[config.mk]
export PLATFORM = sky130hd
export DESIGN_NAME = uart_tx_fifo
export DESIGN_NICKNAME = d
export VERILOG_FILES = /design/src/rtl/uart_pkg.sv /design/src/rtl/uart_fifo.sv /design/src/rtl/uart_tx_fifo.sv
export SDC_FILE = /design/constraint.sdc
export NUM_CORES = 1
export LEC_CHECK = 0
export CAP_MARGIN = 30
export CORE_ASPECT_RATIO = 0.7
export CORE_MARGIN = 2
export CORE_UTILIZATION = 40
export CTS_BUF_LIST = sky130_fd_sc_hd__clkbuf_8
export CTS_CLUSTER_DIAMETER = 100
export CTS_CLUSTER_SIZE = 28
export DETAILED_ROUTE_END_ITERATION = 6
export PLACE_DENSITY = 0.63
export SLEW_MARGIN = 10
export SYNTH_ARGS = -nofsm -noshare
export SYNTH_HDL_FRONTEND = slang
export SYNTH_HIERARCHICAL = 1
export SYNTH_SLANG_ARGS = --single-unit
[constraint.sdc]
create_clock -name i_Clock -period 10.51 [get_ports i_Clock]
set_input_delay 2.102 -clock i_Clock [delete_from_list [all_inputs] [get_ports i_Clock]]
set_output_delay 2.102 -clock i_Clock [all_outputs]
set_load 0.005 [all_outputs]
[src/rtl/uart_pkg.sv]
// ----------------------------------------------------------------------------
// uart_pkg
// Shared definitions for the buffered UART transmitter:
//   - serializer state encoding (fixed, legacy-compatible constants)
//   - parity mode codes
//   - data length decode helpers
// ----------------------------------------------------------------------------
package uart_pkg;

  // Serializer states
  localparam logic [2:0] ST_IDLE   = 3'd0;
  localparam logic [2:0] ST_START  = 3'd1;
  localparam logic [2:0] ST_DATA   = 3'd2;
  localparam logic [2:0] ST_PARITY = 3'd3;
  localparam logic [2:0] ST_STOP   = 3'd4;

  // Parity mode codes (code 3 behaves as "none")
  localparam logic [1:0] PAR_NONE  = 2'd0;
  localparam logic [1:0] PAR_EVEN  = 2'd1;
  localparam logic [1:0] PAR_ODD   = 2'd2;
  localparam logic [1:0] PAR_NONE3 = 2'd3;

  // Index of the last data bit: code 0..3 -> 5..8 bits -> last index 4..7.
  function automatic logic [2:0] last_bit_index(input logic [1:0] code);
    return {1'b1, code};
  endfunction

  // Mask keeping only the bits that belong to the selected data length.
  function automatic logic [7:0] data_mask(input logic [1:0] code);
    return 8'hFF >> (2'd3 - code);
  endfunction

  function automatic logic parity_enabled(input logic [1:0] mode);
    logic en;
    case (mode)
      PAR_EVEN, PAR_ODD:  en = 1'b1;
      PAR_NONE, PAR_NONE3: en = 1'b0;
      default:            en = 1'b0;
    endcase
    return en;
  endfunction

endpackage

[src/rtl/uart_fifo.sv]
// ----------------------------------------------------------------------------
// uart_fifo
// Synchronous FIFO with occupancy count. Full/empty/count are registered;
// the head entry is read asynchronously from the storage array so a word
// written into an empty FIFO is visible to the consumer on the next cycle.
//
// Ports:
//   clk    in   clock, rising edge
//   rst_n  in   synchronous active-low reset (empties the FIFO)
//   push   in   write request; ignored while full
//   din    in   write data
//   pop    in   read request; ignored while empty
//   dout   out  head entry
//   count  out  number of stored entries (0..DEPTH)
//   full   out  FIFO holds DEPTH entries
//   empty  out  FIFO holds no entries
// ----------------------------------------------------------------------------
module uart_fifo #(
  parameter int DEPTH = 16,
  parameter int WIDTH = 8
) (
  input  logic                   clk,
  input  logic                   rst_n,
  input  logic                   push,
  input  logic [WIDTH-1:0]       din,
  input  logic                   pop,
  output logic [WIDTH-1:0]       dout,
  output logic [$clog2(DEPTH):0] count,
  output logic                   full,
  output logic                   empty
);

  localparam int AW = $clog2(DEPTH);

  logic [WIDTH-1:0] mem [DEPTH];
  logic [AW-1:0]    wr_ptr_reg, rd_ptr_reg;
  logic [AW:0]      count_reg, count_next;
  logic             full_reg, empty_reg;
  logic             do_push, do_pop;

  assign do_push = push & ~full_reg;
  assign do_pop  = pop & ~empty_reg;

  always_comb begin
    count_next = count_reg;
    case ({do_push, do_pop})
      2'b10:   count_next = count_reg + (AW+1)'(1);
      2'b01:   count_next = count_reg - (AW+1)'(1);
      default: count_next = count_reg;
    endcase
  end

  // Storage has no reset so it can map onto RAM resources.
  always_ff @(posedge clk) begin
    if (rst_n && do_push) begin
      mem[wr_ptr_reg] <= din;
    end
  end

  // Pointers wrap naturally because DEPTH is a power of two; full and empty
  // come from the count so equal pointers are never ambiguous.
  always_ff @(posedge clk) begin
    if (!rst_n) begin
      wr_ptr_reg <= '0;
      rd_ptr_reg <= '0;
      count_reg  <= '0;
      full_reg   <= 1'b0;
      empty_reg  <= 1'b1;
    end else begin
      if (do_push) wr_ptr_reg <= wr_ptr_reg + AW'(1);
      if (do_pop)  rd_ptr_reg <= rd_ptr_reg + AW'(1);
      count_reg <= count_next;
      full_reg  <= (count_next == (AW+1)'(DEPTH));
      empty_reg <= (count_next == '0);
    end
  end

  assign dout  = mem[rd_ptr_reg];
  assign count = count_reg;
  assign full  = full_reg;
  assign empty = empty_reg;

endmodule

[src/rtl/uart_tx_fifo.sv]
// ----------------------------------------------------------------------------
// uart_tx_fifo
// Buffered UART transmitter: bytes are queued in a FIFO and serialized with
// a runtime-configurable frame format (5..8 data bits, none/even/odd parity,
// one or two stop bits, runtime baud divisor). The frame format is captured
// when a byte is popped, so configuration changes only affect later frames.
//
// Ports:
//   i_Clock         in   sole clock, rising edge
//   i_Reset_n       in   synchronous active-low reset
//   i_Clks_Per_Bit  in   clocks per bit (0 and 1 behave as 2)
//   i_Data_Bits     in   data length code 0..3 -> 5..8 bits
//   i_Parity_Mode   in   0/3 none, 1 even, 2 odd
//   i_Two_Stop      in   1 = two stop bits
//   i_Tx_DV         in   write strobe for i_Tx_Byte
//   i_Tx_Byte       in   byte to queue
//   o_Tx_Ready      out  FIFO not full
//   o_Fifo_Count    out  queued entries
//   o_Overflow      out  pulse: write attempted while full (byte dropped)
//   o_Tx_Active     out  high from first start-bit cycle to end of last stop bit
//   o_Tx_Serial     out  serial line, idle high
//   o_Tx_Done       out  pulse after each completed frame
// ----------------------------------------------------------------------------
module uart_tx_fifo
  import uart_pkg::*;
#(
  parameter int FIFO_DEPTH = 16,
  parameter int DIV_W      = 16
) (
  input  logic                        i_Clock,
  input  logic                        i_Reset_n,
  input  logic [DIV_W-1:0]            i_Clks_Per_Bit,
  input  logic [1:0]                  i_Data_Bits,
  input  logic [1:0]                  i_Parity_Mode,
  input  logic                        i_Two_Stop,
  input  logic                        i_Tx_DV,
  input  logic [7:0]                  i_Tx_Byte,
  output logic                        o_Tx_Ready,
  output logic [$clog2(FIFO_DEPTH):0] o_Fifo_Count,
  output logic                        o_Overflow,
  output logic                        o_Tx_Active,
  output logic                        o_Tx_Serial,
  output logic                        o_Tx_Done
);

  logic [2:0]       state_reg;
  logic [DIV_W-1:0] div_reg, clk_cnt_reg;
  logic [2:0]       bit_cnt_reg, last_bit_reg;
  logic [7:0]       data_reg;
  logic             parity_en_reg, parity_bit_reg, two_stop_reg, stop_cnt_reg;
  logic             serial_reg, active_reg, done_reg, overflow_reg;

  logic [7:0] fifo_dout, load_data;
  logic       fifo_full, fifo_empty;
  logic       period_end, frame_end, load;

  uart_fifo #(
    .DEPTH (FIFO_DEPTH),
    .WIDTH (8)
  ) u_fifo (
    .clk   (i_Clock),
    .rst_n (i_Reset_n),
    .push  (i_Tx_DV),
    .din   (i_Tx_Byte),
    .pop   (load),
    .dout  (fifo_dout),
    .count (o_Fifo_Count),
    .full  (fifo_full),
    .empty (fifo_empty)
  );

  assign load_data  = fifo_dout & data_mask(i_Data_Bits);
  assign period_end = (clk_cnt_reg == div_reg - DIV_W'(1));
  // Last stop period: stop_cnt_reg reaches 1 only when two stop bits are used.
  assign frame_end  = (state_reg == ST_STOP) && period_end &&
                      (stop_cnt_reg == two_stop_reg);
  // A new frame starts from IDLE or directly at the end of the previous one,
  // which gives gap-free back-to-back frames.
  assign load       = ((state_reg == ST_IDLE) || frame_end) && !fifo_empty;

  always_ff @(posedge i_Clock) begin
    if (!i_Reset_n) begin
      state_reg      <= ST_IDLE;
      div_reg        <= DIV_W'(2);
      clk_cnt_reg    <= '0;
      bit_cnt_reg    <= '0;
      last_bit_reg   <= '0;
      data_reg       <= '0;
      parity_en_reg  <= 1'b0;
      parity_bit_reg <= 1'b0;
      two_stop_reg   <= 1'b0;
      stop_cnt_reg   <= 1'b0;
      serial_reg     <= 1'b1;
      active_reg     <= 1'b0;
      done_reg       <= 1'b0;
      overflow_reg   <= 1'b0;
    end else begin
      done_reg     <= frame_end;
      overflow_reg <= i_Tx_DV & fifo_full;

      if (state_reg != ST_IDLE) begin
        clk_cnt_reg <= period_end ? '0 : clk_cnt_reg + DIV_W'(1);
      end

      case (state_reg)
        ST_IDLE: begin
          serial_reg <= 1'b1;
          active_reg <= 1'b0;
        end
        ST_START: begin
          if (period_end) begin
            state_reg  <= ST_DATA;
            serial_reg <= data_reg[0];
          end
        end
        ST_DATA: begin
          if (period_end) begin
            if (bit_cnt_reg == last_bit_reg) begin
              state_reg  <= parity_en_reg ? ST_PARITY : ST_STOP;
              serial_reg <= parity_en_reg ? parity_bit_reg : 1'b1;
            end else begin
              bit_cnt_reg <= bit_cnt_reg + 3'd1;
              serial_reg  <= data_reg[bit_cnt_reg + 3'd1];
            end
          end
        end
        ST_PARITY: begin
          if (period_end) begin
            state_reg  <= ST_STOP;
            serial_reg <= 1'b1;
          end
        end
        ST_STOP: begin
          if (period_end) begin
            if (stop_cnt_reg == two_stop_reg) begin
              state_reg  <= ST_IDLE;
              active_reg <= 1'b0;
              serial_reg <= 1'b1;
            end else begin
              stop_cnt_reg <= 1'b1;
            end
          end
        end
        default: begin
          state_reg  <= ST_IDLE;
          serial_reg <= 1'b1;
          active_reg <= 1'b0;
        end
      endcase

      // Frame start overrides the end-of-frame transition above.
      if (load) begin
        state_reg      <= ST_START;
        serial_reg     <= 1'b0;
        active_reg     <= 1'b1;
        clk_cnt_reg    <= '0;
        bit_cnt_reg    <= '0;
        stop_cnt_reg   <= 1'b0;
        data_reg       <= load_data;
        last_bit_reg   <= last_bit_index(i_Data_Bits);
        div_reg        <= (i_Clks_Per_Bit < DIV_W'(2)) ? DIV_W'(2) : i_Clks_Per_Bit;
        parity_en_reg  <= parity_enabled(i_Parity_Mode);
        parity_bit_reg <= (^load_data) ^ (i_Parity_Mode == PAR_ODD);
        two_stop_reg   <= i_Two_Stop;
      end
    end
  end

  assign o_Tx_Ready  = ~fifo_full;
  assign o_Overflow  = overflow_reg;
  assign o_Tx_Active = active_reg;
  assign o_Tx_Serial = serial_reg;
  assign o_Tx_Done   = done_reg;

endmodule

==> results.json <==
{
  "end_kind": "register",
  "setup_viol": 0,
  "die_x_microns": 184.2,
  "min_from": "data_reg[5]",
  "syn_area_per_cell_sq_um": 13.76,
  "finClkSkew_ns": 0.05114,
  "grt_pass1_wl_microns": 29390,
  "async_flop_share_pct": 0,
  "clkTransAtPathRegs_ns": 0.17,
  "drt-vias-per-instance": 5.434,
  "layout-drive-gt1-share_pct": 7.593,
  "cts_resized": 0,
  "busiest_layer": "met1",
  "hold_path_end": "data_reg[5]",
  "synth_ff_type": "edfxtp_1",
  "grt_max_degree": 43,
  "drt_iter0_markers": 514,
  "path_cells": "inv_1, ha_1, or3b_1, nor3b_1, o2111ai_1, o211ai_1, o2111ai_1, buf_4, o22ai_4, nor2b_1, ha_1, xor2_1, ha_1, a21oi_1, o32a_1, a211oi_1, mux2i_1, and4b_1",
  "synth_nets": 705,
  "ys_ff_latch": 204,
  "ys_warn_count": 6,
  "slew_viol_final": 0,
  "ff2ff_path_depth": 18,
  "hold_slack_ns": 0.4848,
  "crit_family": "compound AO/OA/AOI/OAI gates",
  "powerDensity_nw_per_um2": 186.7,
  "fin_crit_ns": 5.174,
  "synth_area_sq_um": 9094,
  "grt_util_met2_pct": 23.02,
  "rsz0062_at_grt": "false",
  "fin_nets": 738,
  "r2r_start": "div_reg[0]",
  "cts_num_sinks": 204,
  "drcViolationCount": 0,
  "htreeDepth": 1,
  "synthCells": 661,
  "avgRoutedWirePerCell_microns": 18.90,
  "fp.dieH_microns": 130.2,
  "hold_depth": 2,
  "post_cts_buffers": 0,
  "worst_path_largest_cell_delay_ns": 0.48,
  "dp_hpwl_microns": 13030,
  "io_buffers": 41,
  "synth_edf_count": 128,
  "met1_usage_pct": 25.28,
  "grt.total_usage_pct": 16.02,
  "rows": 46,
  "crit_path_top_delay_cell": "nor2b_1",
  "cts_hold_buf": 0,
  "crit_start": "div_reg[0]",
  "cts_tree": "yes",
  "r2r_slack_ns": 5.34,
  "dieArea_sq_um": 23980,
  "fill_cells": 2007,
  "synthTopCellsByArea": "edfxtp_1, dfxtp_1, mux4_1, mux4_2, xnor2_1",
  "start_util_pct": 40.41,
  "synth_common_cells": "edfxtp_1, dfxtp_1, nor2_1",
  "status": "finished, final reports clean",
  "required_ns": 10.98,
  "area_growth_pct": 10.21,
  "largest_reg_flops": 128,
  "clock_latency_ns": 0.51,
  "critPathBufInv": 2,
  "vdd_drop_max_uv": 92.95,
  "worst-setup-path-type": "register to register",
  "place.gp.congestion": 0.9156,
  "clockBufferDepth": 3,
  "synth_top_cell_by_area": "edfxtp_1",
  "timing.final.crit_share_pct": 49.23,
  "clock.fmax_mhz": 193.3,
  "max-slew-margin-rel_pct": 34.14,
  "cp_max_fo": 15,
  "postRouteAntennaNets": 0,
  "tightest_slew_ns": 0.9843,
  "crit_arrival_ns": 5.64,
  "root_buffer": "clkbuf_8",
  "synthDistinctLibCells": 61,
  "vias": 5488,
  "met3_usage_pct": 3.042,
  "r2r_end": "u_fifo/full",
  "grt_pass1_vias": 5097,
  "overflow": 0,
  "path_common_cell": "ha_1",
  "routed_wl_microns": 19090,
  "cp-start-kind": "register",
  "leakagePower_nw": 3.323,
  "io_pins": 42,
  "yosysSeqAreaShare_pct": 59.00,
  "setup_tns_ns": 0,
  "max_cap_violations": 0,
  "drtPass1Iterations": 5,
  "cts_buffers": 11,
  "antenna_found_initial": 0,
  "min_path_type": "register to register",
  "hold_viol_final": 0,
  "yosysMostFrequentCell": "edfxtp_1",
  "n_antenna_cell": 0,
  "yosysTopAreaCellShare_pct": 42.27,
  "fp.coreArea_sq_um": 22500
}
cell usage in the layout, fill, tap and decap left out, types with 9 or more instances in the layout:
master / instances
edfxtp_1: 128
dfxtp_1: 75
nor2_1: 74
clkdlybuf4s50_1: 41
xnor2_1: 34
mux2i_1: 29
xor2_1: 26
nand2_1: 26
mux4_1: 24
a21oi_1: 18
mux4_2: 18
nand2b_1: 16
nand3_1: 16
nor3_1: 14
inv_1: 14
ha_1: 12
buf_4: 12
nand4_1: 11
clkbuf_8: 11
nor2b_1: 10
and2_1: 9
logic make-up after synthesis:
family	count (synthesis)	share of synthesized area, %
AOI/OAI and AO/OA	56	4.252
muxes	71	14.58
xor gates and xnor gates	60	5.779
and+or+nand+nor	214	12.12
adders and majority gates	12	1.651
DFF	204	59.00
buffers and inverters	44	2.614
cell type report:
| class | count | area (sq um) | share of cell area, % |
|---|---|---|---|
| clock buffer | 11 | 151.4 | 1.511 |
| clock inverter | 6 | 38.79 | 0.3870 |
| inverter | 9 | 33.78 | 0.3371 |
| multi-input combinational | 413 | 3498 | 34.91 |
| sequential | 204 | 5366 | 53.55 |
| tap | 312 | 390.4 | 3.895 |
| timing repair buffer | 55 | 543.0 | 5.418 |
routing by layer:
| layer | routed length, microns | share of wire (%) | up-vias |
|---|---|---|---|
| li1 | - | - | 2543 |
| met1 | 9494 | 50 | 2729 |
| met2 | 8013 | 42 | 196 |
| met3 | 1349 | 7.1 | 20 |
| met4 | 232 | 1.2 | 0 |
| met5 | 0 | 0 | - |
per-stage QoR:
stage / power, W / area, sq um / instances / util, % / setup slack (ns)
after CTS: 0.001883 / 9985 / 1006 / 44.37 / 5.387
final: 0.001871 / 10020 / 1010 / 44.53 / 5.336
after floorplan: 0.001405 / 9094 / 661 / - / 6.098
after global placement: 0.001509 / 9759 / 987 / 43.37 / 5.303
after global routing: 0.001975 / 10020 / 1010 / 44.53 / 5.009
after detailed placement: 0.001539 / 9794 / 989 / 43.52 / 5.009
worst max-delay path by stage:
stage	end	slack, ns	cells after the start
4_1_cts	u_fifo/full	5.39	18
5_1_grt	u_fifo/full	5.01	18
3_3_place_gp	u_fifo/full	5.30	11
6_report	u_fifo/full	5.34	18
3_5_place_dp	u_fifo/full	5.01	11
2_1_floorplan	u_fifo/full	6.10	12
power breakdown:
part | switching [W] | internal, W | total, W
registers | 0.0000796 | 0.000906 | 0.000986
clock network | 0.000241 | 0.000104 | 0.000345
logic | 0.000270 | 0.000270 | 0.000540
total | 0.000591 | 0.00128 | 0.00187
worst register-to-register path, cell delays in order (launching register included):
cell and delay [ns]:
dfxtp_1 0.42, inv_1 0.09, ha_1 0.23, or3b_1 0.44
nor3b_1 0.30, o2111ai_1 0.16, o211ai_1 0.23, o2111ai_1 0.18
buf_4 0.24, o22ai_4 0.19, nor2b_1 0.48, ha_1 0.45
xor2_1 0.19, ha_1 0.23, a21oi_1 0.09, o32a_1 0.32
a211oi_1 0.39, mux2i_1 0.30, and4b_1 0.21
Power figures use the tool's default switching activity.
